<file path="src/rtl/mips_hazard_scoreboard.sv">
// Hazard/forwarding controller for the 5-stage MIPS pipeline: forwarding selects, load-use
// bubbles, redirect flushes and slow-memory freeze. Define HAZ_PERF_EN to add perf counters.
module mips_hazard_scoreboard #(
    parameter int RA_W         = 5,
    parameter int LOAD_USE_CYC = 1,
    parameter int CNT_W        = 2
) (
    input  logic            clk,
    input  logic            reset,
    input  logic            id_valid,
    input  logic [RA_W-1:0] id_rs,
    input  logic [RA_W-1:0] id_rt,
    input  logic            id_use_rs,
    input  logic            id_use_rt,
    input  logic [RA_W-1:0] id_wreg,
    input  logic            id_regwrite,
    input  logic            id_is_load,
    input  logic            redirect,
    input  logic            mem_busy,
    output logic            stall_if,
    output logic            bubble_ex,
    output logic            flush_ifid,
    output logic            freeze,
    output logic            fwd_id_a,
    output logic            fwd_id_b,
    output logic [1:0]      fwd_ex_a,
    output logic [1:0]      fwd_ex_b
`ifdef HAZ_PERF_EN
    ,
    output logic [31:0]     perf_stall_cnt,
    output logic [31:0]     perf_flush_cnt,
    output logic [31:0]     perf_freeze_cnt
`endif
);

    // With a single bubble the load has reached WB by the time its consumer enters EX, so a
    // load sitting in MEM only holds the consumer when more bubbles are configured.
    localparam logic MEM_LU = (LOAD_USE_CYC > 1);

    logic            ex_v, ex_use_rs, ex_use_rt, ex_rw, ex_ld;
    logic [RA_W-1:0] ex_rs, ex_rt, ex_wreg;
    logic            mem_v, mem_rw, mem_ld;
    logic [RA_W-1:0] mem_wreg;
    logic            wb_v, wb_rw;
    logic [RA_W-1:0] wb_wreg;
    logic [CNT_W-1:0] bcnt;

    logic lu, ld_ex_hit, ld_mem_hit;
    logic mem_a, mem_b, wb_a, wb_b;

    function automatic logic wr(input logic v, input logic rw,
                                input logic [RA_W-1:0] wreg, input logic [RA_W-1:0] r);
        return v & rw & (wreg == r) & (r != '0);
    endfunction

    assign mem_a = wr(mem_v, mem_rw, mem_wreg, ex_rs) & ex_use_rs & ~mem_ld;
    assign mem_b = wr(mem_v, mem_rw, mem_wreg, ex_rt) & ex_use_rt & ~mem_ld;
    assign wb_a  = wr(wb_v, wb_rw, wb_wreg, ex_rs);
    assign wb_b  = wr(wb_v, wb_rw, wb_wreg, ex_rt);

    assign fwd_ex_a = reset ? 2'b00 : mem_a ? 2'b01 : wb_a ? 2'b10 : 2'b00;
    assign fwd_ex_b = reset ? 2'b00 : mem_b ? 2'b01 : wb_b ? 2'b10 : 2'b00;
    assign fwd_id_a = ~reset & wr(wb_v, wb_rw, wb_wreg, id_rs) & id_use_rs;
    assign fwd_id_b = ~reset & wr(wb_v, wb_rw, wb_wreg, id_rt) & id_use_rt;

    assign ld_ex_hit  = ex_v & ex_ld &
                        (wr(ex_v, ex_rw, ex_wreg, id_rs) & id_use_rs |
                         wr(ex_v, ex_rw, ex_wreg, id_rt) & id_use_rt);
    assign ld_mem_hit = MEM_LU & mem_v & mem_ld &
                        (wr(mem_v, mem_rw, mem_wreg, id_rs) & id_use_rs |
                         wr(mem_v, mem_rw, mem_wreg, id_rt) & id_use_rt);
    assign lu = id_valid & (ld_ex_hit | ld_mem_hit);

    always_comb begin
        // NOTE: every output gets a default first so no latch is inferred.
        stall_if   = 1'b0;
        bubble_ex  = 1'b0;
        flush_ifid = 1'b0;
        freeze     = 1'b0;
        if (reset) begin
            stall_if = 1'b0;
        end else if (mem_busy) begin
            freeze   = 1'b1;
            stall_if = 1'b1;
        end else if (redirect) begin
            flush_ifid = 1'b1;
            bubble_ex  = 1'b1;
        end else if (lu || bcnt != '0) begin
            stall_if  = 1'b1;
            bubble_ex = 1'b1;
        end
    end

    // NOTE: state is updated with non-blocking assignments so EX, MEM and WB all shift on the
    // same edge from their pre-edge values.
    always_ff @(posedge clk) begin
        if (reset) begin
            ex_v <= 1'b0; ex_rs <= '0; ex_rt <= '0; ex_use_rs <= 1'b0; ex_use_rt <= 1'b0;
            ex_wreg <= '0; ex_rw <= 1'b0; ex_ld <= 1'b0;
            mem_v <= 1'b0; mem_wreg <= '0; mem_rw <= 1'b0; mem_ld <= 1'b0;
            wb_v <= 1'b0; wb_wreg <= '0; wb_rw <= 1'b0;
            bcnt <= '0;
        end else if (!freeze) begin
            ex_v      <= id_valid & ~bubble_ex;
            ex_rs     <= id_rs;
            ex_rt     <= id_rt;
            ex_use_rs <= id_use_rs;
            ex_use_rt <= id_use_rt;
            ex_wreg   <= id_wreg;
            ex_rw     <= id_regwrite;
            ex_ld     <= id_is_load;
            mem_v     <= ex_v;
            mem_wreg  <= ex_wreg;
            mem_rw    <= ex_rw;
            mem_ld    <= ex_ld;
            wb_v      <= mem_v;
            wb_wreg   <= mem_wreg;
            wb_rw     <= mem_rw;
            if (redirect)
                bcnt <= '0;
            else if (bcnt == '0)
                bcnt <= lu ? CNT_W'(LOAD_USE_CYC - 1) : '0;
            else
                bcnt <= bcnt - CNT_W'(1);
        end
    end

`ifdef HAZ_PERF_EN
    always_ff @(posedge clk) begin
        if (reset) begin
            perf_stall_cnt  <= '0;
            perf_flush_cnt  <= '0;
            perf_freeze_cnt <= '0;
        end else begin
            if (stall_if && !freeze && perf_stall_cnt != '1) perf_stall_cnt <= perf_stall_cnt + 32'd1;
            if (flush_ifid && perf_flush_cnt != '1)          perf_flush_cnt <= perf_flush_cnt + 32'd1;
            if (freeze && perf_freeze_cnt != '1)             perf_freeze_cnt <= perf_freeze_cnt + 32'd1;
        end
    end
`endif

endmodule

</file>
<file path="config.mk">
export PLATFORM = sky130hd
export DESIGN_NAME = mips_hazard_scoreboard
export DESIGN_NICKNAME = d
export VERILOG_FILES = /design/src/rtl/mips_hazard_scoreboard.sv
export SDC_FILE = /design/constraint.sdc
export NUM_CORES = 1
export LEC_CHECK = 0
export BUFFER_PORTS_ARGS = -buffer_cell sky130_fd_sc_hd__buf_4
export CORE_UTILIZATION = 59
export DETAILED_ROUTE_END_ITERATION = 10
export GPL_TIMING_DRIVEN = 1
export PLACE_DENSITY = 0.86
export SLEW_MARGIN = 20
export SYNTH_ARGS = -nofsm -noshare
export SYNTH_HDL_FRONTEND = slang
export SYNTH_SLANG_ARGS = --single-unit
</file>
<file path="constraint.sdc">
create_clock -name clk -period 3.2 [get_ports clk]
set_clock_uncertainty 0.15 [all_clocks]
set_input_delay 0.16 -clock clk [delete_from_list [all_inputs] [get_ports clk]]
set_output_delay 0.16 -clock clk [all_outputs]
set_load 0.03 [all_outputs]
</file>
After elaboration in Yosys (flattened, before gate mapping):

Index checks and enable logic that the tools add are counted.

* bitwise operators: 37
* add/sub/neg operators: 1
* reduce and logical (&&, ||, !) cells: 7
* multiplexer cells: 20
* eq/ne operators: 8

Operators by type and width (count)
* equality test 5 bit: 8
* bitwise AND 1 bit: 33
* nonzero test 5 bit: 4
* two-way mux 2 bit: 8
* two-way mux 1 bit: 12
* NOT 1 bit: 3
* logical NOT 2 bit: 1
* nonzero test 2 bit: 1
* subtractor 2 x 1 -> 2 bit, second input constant: 1
* logical OR 1 bit: 1
* OR 1 bit: 1

* register bits after elaboration: 37
* output and inout bits: 10

Logic depth before layout (Yosys ltp):

* word-level depth: 14
* gate-level depth with buffers: 5

Worst setup path after synthesis:

OpenSTA, ideal clock, no wires.

* path kind: register to output
* start point: reg ex_wreg[3]
* end point: out bubble_ex
* stages on the path, launching flop included: 5
* slack: 0.730 ns
* buffers on the path: 0
* data arrival time: 2.160 ns
* cells stage by stage: dfxtp_1 xor2_1 or4_1 o41a_1 a311oi_1

* word-level cells in the longest chain between the ends: 12

Ends and longest elaborated chain
* start, declared: RTL line 41 `logic [RA_W-1:0] ex_rs, ex_rt, ex_wreg;`
* start signal, assigned: RTL line 109 `ex_wreg <= id_wreg;`
* equality test 5 bit: RTL line 53 `return v & rw & (wreg == r) & (r != '0);`
* bitwise AND 1 bit (2 in series): RTL line 53
* bitwise AND 1 bit, on equally long branches: RTL line 67, 68
* OR 1 bit *: RTL line 67 `(wr(ex_v, ex_rw, ex_wreg, id_rs) & id_use_rs |`
* bitwise AND 1 bit *: RTL line 66 `assign ld_ex_hit = ex_v & ex_ld &`
* bitwise AND 1 bit *: RTL line 72 `assign lu = id_valid & (ld_ex_hit | ld_mem_hit);`
* logical OR 1 bit *: RTL line 88 `end else if (lu || bcnt != '0) begin`
* two-way mux 1 bit *: RTL line 88
* two-way mux 1 bit *: RTL line 85 `end else if (redirect) begin`
* two-way mux 1 bit *: RTL line 82 `end else if (mem_busy) begin`
* two-way mux 1 bit *: RTL line 80 `if (reset) begin`
* end, declared: RTL line 21 `output logic bubble_ex,`

Every way passes the cells marked *; elsewhere a longest branch is shown, timed or not.

Final worst setup path:

* start point: in id_rs[3]
* end point: out bubble_ex

* word-level cells in the longest chain between the ends: 12

Ends and longest elaborated chain
* start, declared: RTL line 11 `input logic [RA_W-1:0] id_rs,`
* equality test 5 bit: RTL line 53
* bitwise AND 1 bit: RTL line 53
* bitwise AND 1 bit *: RTL line 53
* bitwise AND 1 bit *: RTL line 67
* OR 1 bit *: RTL line 67
* bitwise AND 1 bit *: RTL line 66
* bitwise AND 1 bit *: RTL line 72
* logical OR 1 bit *: RTL line 88
* two-way mux 1 bit *: RTL line 88
* two-way mux 1 bit *: RTL line 85
* two-way mux 1 bit *: RTL line 82
* two-way mux 1 bit *: RTL line 80

Marks and branches as above.

==> reports/qor.txt <==
Status: completed
Post-DRT Antenna Nets: 0
#FFs+latches synth: 37
Area Overhead vs Synth: 25.56%
Flop pwr share: 52.9%
Fmax: 376.8 MHz
Drt via density: 5.558
CTS tree: built
Final min period: 2.654 ns
Unrepaired setup endpoints after global routing: false
CP Capture Type: output pin
Setup TNS Final: 0 ns
Switching share of power: 27.31%
Cts repair resizes: 0
Initial core utilization: 62.78%
Post-Syn Area: 1948 um2
Reg2reg start: ex_wreg[3]$_SDFFE_PP0N_
Min-delay src: id_valid
Final setup viols: 0
Share of cells above drive strength 1: 15.83%
Final #Nets: 282
Max-slew headroom: 58.32%
Startpoint Class: input pin
Largest net degree at the start of global routing: 46
Post-synthesis cell type count: 27
Placer congestion estimate: 0.8536
CP max FO: 4
Setup repair bufs after CTS: 0
Antenna cells: 0
DP Cell Count: 275
IO Pins: 34
Max cap viols: 0
Max VDD drop: 0.0004121 V
Post-synth ARST share: 0%
Leakage: 1.049 nW
Syn Inst Count: 213
Final hold slack: 0.04212 ns
Core area: 3103 um2
Kind of critical path: input pin to output pin
Combinational share of power: 17.1%
Clock share of power: 30.0%
Avg Synthesized Cell Area: 9.146 um2
Reg2reg path depth: 4
Primary FF master, synth: dfxtp_1
Placed wire-length estimate: 3126 um
HP Class: input pin to flip-flop
Hold depth: 4
PwrDens: 390.7 nW/um2
Root Driver: clkbuf_4
# port buffers: 33
YS warnings: 0
Finished Layout Cells: 303
Crit path arrival time: 2.34 ns
Die Area: 3535 um2
Die width: 59.46 um
Req. time, crit path: 2.89 ns
Commonest non-fill, non-tap cell in the layout: nor2_1
Num CTS Buffers: 5
Max-slew violations: 0
Vias: 1684
Crit. Startpoint: id_rs[3]
Slew @ Worst Pin: 0.6253 ns
Int Pwr: 694.7 uW
Iter 0 DRT Violations: 76
Remaining Overflow, GRT: 0
Initial antenna violation count: 0
Crit share post-route: 82.94%
H-tree depth: 2
Tot GR Track Use: 30.19%
Vias in the first global route: 1585
Post-synth EDFFs: 0
Latest clock arrival within the worst-skew pair: 0.36 ns
Clk pin slew, worst setup/hold paths: 0.11 ns
Average routed wire per standard cell: 15.38 um
Clock buffer depth: 2
Switch Pwr: 261.0 uW
Rows: 20
Synth Net Count: 237
Detailed-route wire length: 4660 um
First-pass GRT wire length: 7555 um
Final hold violations: 0
Router iterations before antenna repair: 6
Die Ht: 59.46 um
CTS sink count: 37
Sequential area share after synthesis: 38.02%
Leading cell types in the layout, fill and taps excluded: 44 x nor2_1, 37 x dfxtp_1, 34 x mux2i_1, 33 x buf_4, 24 x xnor2_1
DRC: 0
cells by family after synthesis:
kind of cell	Yosys count	synth area share [%]
DFF	37	38.02
AOI/OAI and AO/OA	10	3.725
buffers and inverters	17	4.239
xor gates and xnor gates	40	17.98
and+or+nand+nor	75	18.56
muxes	34	17.47
critical path, cell delays in order:
cell,delay [ns]
dlygate4sd3_1,0.54
buf_4,0.16
xor2_1,0.14
or4_1,0.49
o41a_1,0.36
a311oi_1,0.29
buf_4,0.20
through the flow:
step                cell area (um2)  power, mW  worst slack [ns]  utilization (%)
finish                         2446     0.9558            0.5461            78.83
CTS                            2446     0.9574            0.5511            78.83
global placement               2176     0.6519             1.094            70.12
detailed placement             2176     0.6575             1.051            70.12
floorplan                      1948     0.6071            0.7297                -
global route                   2446     0.9934            0.4845            78.83
routing by layer:
metal  global-route usage [%]  vias up  routed length [um]
met1                    38.75      795                1991
met4                    14.97        0                  87
met3                    5.895       10                 262
met5                        0        -                   0
li1                         -      816                   -
met2                    48.15       63                2318
cells in the mapped netlist (3+ instances only):
cell	n	share of area, %
nand4_1	7	2.2
nor4b_1	3	1.3
nand2_1	6	1.2
mux2i_1	34	17
xor2_1	16	7.2
dfxtp_1	37	38
nor2_1	44	8.5
clkbuf_1	12	2.3
or4_1	7	2.7
xnor2_1	24	11
final timing paths:
path	end	slack (ns)
worst max-delay path	bubble_ex	0.55
worst min-delay path	ex_v$_SDFFE_PP0N_	0.04
worst max register to register	ex_v$_SDFFE_PP0N_	1.41
worst min register to register	ex_v$_SDFFE_PP0N_	0.34
power groups by stage:
stage / registers, mW / logic (mW) / clock network (mW)
2_1_floorplan: 0.507 / 0.101 / 0
3_3_place_gp: 0.514 / 0.138 / 0
3_5_place_dp: 0.515 / 0.142 / 0
4_1_cts: 0.505 / 0.162 / 0.290
5_1_grt: 0.508 / 0.180 / 0.305
6_report: 0.505 / 0.164 / 0.287
sequential cells by signal, indices dropped and copies added, names as in the netlist:
name,flops
mem_wreg,5
mem_ld,1
ex_v,1
ex_ld,1
ex_wreg,5
bcnt,2
ex_use_rs,1
wb_wreg,5
ex_rw,1
ex_rs,5
ex_use_rt,1
ex_rt,5
mem_v,1
wb_v,1
wb_rw,1
mem_rw,1
repair_timing:
action	in CTS	in global routing
endpoints found under the hold margin	20	0
hold buffers	20	0
setup endpoints to repair	0	0
area by class of cell:
class	count	area, um2
Multi-Input combinational cell	159	1125
Sequential cell	37	740.7
Fill cell	208	656.9
Timing Repair Buffer	53	447.9
Clock buffer	7	65.06
Tap cell	44	55.05
Inverter	2	7.507
Clock inverter	1	5.005
Note: power is estimated with default switching activity, not from simulation.
